## config.mk

```make
export PLATFORM = sky130hd
export DESIGN_NAME = rmii_receiver
export DESIGN_NICKNAME = d
export VERILOG_FILES = /design/src/rtl/rmii_receiver.sv
export SDC_FILE = /design/constraint.sdc
export NUM_CORES = 1
export LEC_CHECK = 0
export CAP_MARGIN = 20
export CORE_UTILIZATION = 53
export DETAILED_ROUTE_END_ITERATION = 7
export HOLD_SLACK_MARGIN = 0.03
export PLACE_DENSITY = 0.85
export SLEW_MARGIN = 20
export SYNTH_ARGS = -nofsm -noshare
export SYNTH_HDL_FRONTEND = slang
export SYNTH_SLANG_ARGS = --single-unit
```

## constraint.sdc

```tcl
create_clock -name REF_CLK -period 2.8 [get_ports REF_CLK]
set_input_delay 0.56 -clock REF_CLK [delete_from_list [all_inputs] [get_ports REF_CLK]]
set_output_delay 0.56 -clock REF_CLK [all_outputs]
set_load 0.01 [all_outputs]
```

## src/rtl/rmii_receiver.sv

```systemverilog
// RMII receive front end: preamble/SFD hunt, LSB-first byte assembly, one-byte hold so EOD tags the last byte.
// Latency: a byte is written one cycle after the next byte completes, or one cycle after end of frame; fifo_afull truncates the frame with EOD.
module rmii_receiver (
  input  logic       REF_CLK,
  input  logic       arst,
  input  logic       CRS_DV,
  input  logic       RXD0,
  input  logic       RXD1,
  input  logic       fifo_afull,
  output logic [7:0] fifo_din,
  output logic       fifo_wren,
  output logic       fifo_EOD_in
);

  typedef enum logic [1:0] {IDLE, PREAMBLE, RECEIVE, DISCARD} state_t;

  state_t     state, state_n;
  logic [1:0] dib, dib_q;
  logic       low_q;
  logic [1:0] cnt, cnt_n;
  logic [7:0] acc, acc_n;
  logic [7:0] hold, hold_n;
  logic       hold_full, hold_full_n;
  logic [7:0] din_n;
  logic       wren_n, eod_n;
  logic       byte_done;
  logic [7:0] byte_val;

  assign dib = {RXD1, RXD0};

  always_comb begin
    state_n     = state;
    cnt_n       = cnt;
    acc_n       = acc;
    hold_n      = hold;
    hold_full_n = hold_full;
    din_n       = fifo_din;
    wren_n      = 1'b0;
    eod_n       = 1'b0;
    byte_done   = 1'b0;
    byte_val    = acc;

    case (state)
      IDLE: begin
        if (CRS_DV && dib == 2'b01) state_n = PREAMBLE;
      end

      PREAMBLE: begin
        if (!CRS_DV) begin
          state_n = IDLE;
        end else if (dib == 2'b11) begin
          state_n     = RECEIVE;
          cnt_n       = 2'd0;
          acc_n       = 8'h00;
          hold_full_n = 1'b0;
        end else if (dib == 2'b10) begin
          state_n = DISCARD;
        end
      end

      RECEIVE: begin
        if (!CRS_DV) begin
          // A lone low cycle's dibit waits in dib_q until we know whether it was a toggle or the end.
          if (low_q) begin
            state_n     = IDLE;
            cnt_n       = 2'd0;
            hold_full_n = 1'b0;
            if (hold_full) begin
              wren_n = 1'b1;
              eod_n  = 1'b1;
              din_n  = hold;
            end
          end
        end else begin
          for (int i = 0; i < 2; i++) begin
            if (i == 1 || low_q) begin
              acc_n[{cnt_n, 1'b0} +: 2] = (i == 0) ? dib_q : dib;
              if (cnt_n == 2'd3) begin
                byte_done = 1'b1;
                byte_val  = acc_n;
              end
              cnt_n = cnt_n + 2'd1;
            end
          end
          if (byte_done) begin
            if (!hold_full) begin
              hold_n      = byte_val;
              hold_full_n = 1'b1;
            end else if (fifo_afull) begin
              wren_n      = 1'b1;
              eod_n       = 1'b1;
              din_n       = hold;
              hold_full_n = 1'b0;
              state_n     = DISCARD;
            end else begin
              wren_n = 1'b1;
              din_n  = hold;
              hold_n = byte_val;
            end
          end
        end
      end

      DISCARD: begin
        if (!CRS_DV && low_q) state_n = IDLE;
      end

      default: state_n = IDLE;
    endcase
  end

  always_ff @(posedge REF_CLK or posedge arst) begin
    if (arst) begin
      state       <= IDLE;
      cnt         <= 2'd0;
      acc         <= 8'h00;
      hold        <= 8'h00;
      hold_full   <= 1'b0;
      dib_q       <= 2'b00;
      low_q       <= 1'b0;
      fifo_din    <= 8'h00;
      fifo_wren   <= 1'b0;
      fifo_EOD_in <= 1'b0;
    end else begin
      state       <= state_n;
      cnt         <= cnt_n;
      acc         <= acc_n;
      hold        <= hold_n;
      hold_full   <= hold_full_n;
      dib_q       <= dib;
      low_q       <= !CRS_DV;
      fifo_din    <= din_n;
      fifo_wren   <= wren_n;
      fifo_EOD_in <= eod_n;
    end
  end

endmodule

```

==> flow_metrics.py <==
metrics = {
    "cells_and_area": {
        "syn2layout_area_growth_pct": 14.2,
        "antenna_cells": 0,
        "nets": 242,
        "drive_gt1_share_pct": 16.7,
        "final_cells": 276,
    },
    "yosys": {
        "synth_compound_area_share_pct": 19.7,
        "avgSynthCellArea_um2": 10.4,
        "synthFlopType": "dfrtp_1",
        "yosysUniqueCellTypes": 56,
        "syn-instance-count": 205,
        "netlist_area_um2": 2140,
        "synth_fa_ha_area_share_pct": 5.27,
        "synth_area_leader_cell": "dfrtp_1",
        "synthArstFlopShare_pct": 100,
        "yosys_register_bits": 34,
        "yosys_warnings": 0,
        "synth_most_common_cell": "dfrtp_1",
        "synth_edf_count": 0,
        "synth_xor_area_share_pct": 0.761,
        "synth_area_leaders": "dfrtp_1, mux2_2, ha_1, nand2_1, mux2i_1",
        "yosys-top-cells-count": "dfrtp_1, nand2_1, inv_1",
        "syn_nets": 220,
        "yosysSeqAreaShare_pct": 39.8,
        "synthSimpleGateAreaFrac_pct": 20.3,
        "synth.mux.area_fraction_pct": 9.13,
        "synth_top_family_by_area": "simple AND/OR/NAND/NOR gates",
        "synth_top_area_share_pct": 39.8,
    },
    "detailed_routing": {
        "dr_total_vias": 1722,
        "wl_per_cell_um": 18.1,
        "first_pass_iters": 4,
        "drc": 0,
        "viasPerCell": 6.24,
        "drt_iter0_drc": 114,
        "ant_nets": 0,
        "wl_um": 4990,
    },
    "timing": {
        "rsz0062_at_grt": "false",
        "fin_crit_sh_pct": 88.2,
        "skew_ns": 0.00554,
        "setup_viol": 0,
        "timing.fmax_ghz": 0.405,
        "fin_crit_ns": 2.47,
        "slew_viol_final": 0,
        "relSlewSlack_pct": 65.5,
        "fin_setup_tns_ns": 0,
        "worst_slew_pin_slew_ns": 0.511,
        "hold_viol_final": 0,
    },
    "worst_setup_path": {
        "path_cells": "inv_1, ha_1, nand2_1, o21ai_0, ha_1, nand2_1, a21oi_4, mux2_2",
        "crit_path_max_fanout": 10,
        "crit_required_ns": 2.98,
        "r2r_end": "fifo_din[2]",
        "cp.arrival_ns": 2.65,
        "startpoint_type": "flip-flop",
        "r2r_cells": 8,
        "max_stage_delay_ns": 0.47,
        "critPathSlowestCell": "dfrtp_1",
        "worstSetupEndpointType": "flip-flop",
        "crit_type": "reg2reg",
        "worstReg2RegStart": "cnt[1]",
        "r2r_slack_ns": 0.33,
    },
    "min_path": {
        "hp-start": "fifo_din[1]",
        "hold_class": "reg2reg",
        "hold_path_end": "fifo_din[1]",
        "holdPathStages": 1,
    },
    "floorplan": {
        "die_w_um": 65.5,
        "chipHeight_um": 65.5,
        "placementRows": 22,
        "num_io_pins": 16,
        "core_area_um2": 3770,
        "die-area_um2": 4290,
        "start_util_pct": 56.7,
    },
    "cts": {
        "cts_made_buffers": 5,
        "root_buffer": "clkbuf_8",
        "cts_buffer_depth": 2,
        "postCtsHoldBufs": 0,
        "post_cts_resized": 0,
        "tritoncts": "yes",
        "h-tree-depth": 2,
        "post_cts_buffers": 0,
        "clock-sinks": 34,
        "clkSlewWorstSetupHoldPaths_ns": 0.07,
        "insertion_delay_ns": 0.30,
    },
    "status": {
        "status": "finished clean",
    },
    "grt": {
        "antenna_found_initial": 0,
        "grt_pass1_wl_um": 8070,
        "first_global_vias": 1657,
        "grt_max_degree": 35,
        "grtUsageTotal_pct": 25.7,
        "overflow": 0,
    },
    "placed_design": {
        "place_hpwl_um": 3590,
        "globalplace.congestion": 1.01,
        "dp_cells": 268,
        "numPortBuffers": 15,
    },
    "pwr": {
        "power.density_nw_per_um2": 942,
        "vdd_drop_max_uv": 526,
        "p_leak_nw": 1.06,
    },
    "flow_run": {
        "maxCapViolations": 0,
    },
}
## cells by family after synthesis
group	Yosys count
buf+inv	20
fa+ha+maj	9
compound gates	57
xor+xnor	1
simple gates	66
flops	34
mux	18
## worst max path at each step
stage,start,to,depth (start not counted)
finish,cnt[1],fifo_din[2],8
global route,cnt[1],hold[0],9
CTS,cnt[1],fifo_din[2],8
detailed placement,cnt[1],fifo_din[5],8
global placement,CRS_DV,hold[0],5
floorplan,cnt[0],hold[6],12
## placed cells by master (no fill, tap or decap), types with 3 or more instances in the layout
master / n
a21oi_1: 6
a22o_1: 6
a2bb2oi_1: 3
and3b_1: 5
and4b_1: 3
buf_4: 8
clkbuf_8: 6
clkdlybuf4s50_1: 15
dfrtp_1: 34
ha_1: 9
inv_1: 12
mux2_2: 11
mux2i_1: 6
nand2_1: 17
nand3_1: 5
nor2b_1: 4
nor3_1: 4
nor3b_1: 3
nor4bb_1: 3
o21a_1: 4
o21ai_0: 9
o22ai_1: 6
## flip-flops by register name (all words and copies together), names as in the netlist
| signal | cells |
|---|---|
| hold | 8 |
| fifo_wren | 1 |
| cnt | 2 |
| low_q | 1 |
| fifo_EOD_in | 1 |
| acc | 8 |
| hold_full | 1 |
| fifo_din | 8 |
| dib_q | 2 |
| state | 2 |
## metrics by stage
| stage | cell area, um^2 | util, % | hold WS [ns] | total power [W] | setup slack, ns |
|---|---|---|---|---|---|
| 6_report | 2440 | 64.7 | 0.491 | 0.00230 | 0.331 |
| 5_1_grt | 2440 | 64.7 | 0.528 | 0.00245 | 0.110 |
| 4_1_cts | 2440 | 64.7 | 0.495 | 0.00230 | 0.342 |
| 3_5_place_dp | 2350 | 62.2 | 0.479 | 0.00191 | 0.353 |
| 3_3_place_gp | 2350 | 62.2 | 0.471 | 0.00188 | 0.412 |
| 2_1_floorplan | 2140 | - | 0.460 | 0.00159 | 0.166 |
## routing by layer
metal  routed length (um)  track usage [%]  share of wire, %  vias to the layer above
li1                     -                -                 -                      817
met1                 2190             33.3                44                      828
met2                 2330             40.1                47                       59
met3                  318             7.29               6.4                       18
met4                  145             10.6               2.9                        0
met5                    0                0                 0                        -
## cell type report
| type | instances | area [um^2] |
|---|---|---|
| clock buffers | 6 | 82.6 |
| clock inverters | 2 | 12.5 |
| fillers | 318 | 1330 |
| inverters | 12 | 45.0 |
| multi-input cells | 151 | 1180 |
| flip-flops and latches | 34 | 851 |
| well taps | 48 | 60.1 |
| repair buffers | 23 | 210 |
## worst max-delay path, delay by kind of cell, from the launching register on
kind	cells	cell delay, ns
and+or+nand+nor	2	0.19
DFF	1	0.47
adders and majority gates	2	0.69
buffers and inverters	1	0.13
muxes	1	0.38
AOI/OAI and AO/OA	2	0.50
## report_power, final
part	internal [W]	switching, W
Clock	0.000197	0.000185
Combinational	0.000536	0.000608
Sequential	0.000649	0.000124
Total	0.00138	0.000917
Power figures use the tool's default switching activity.
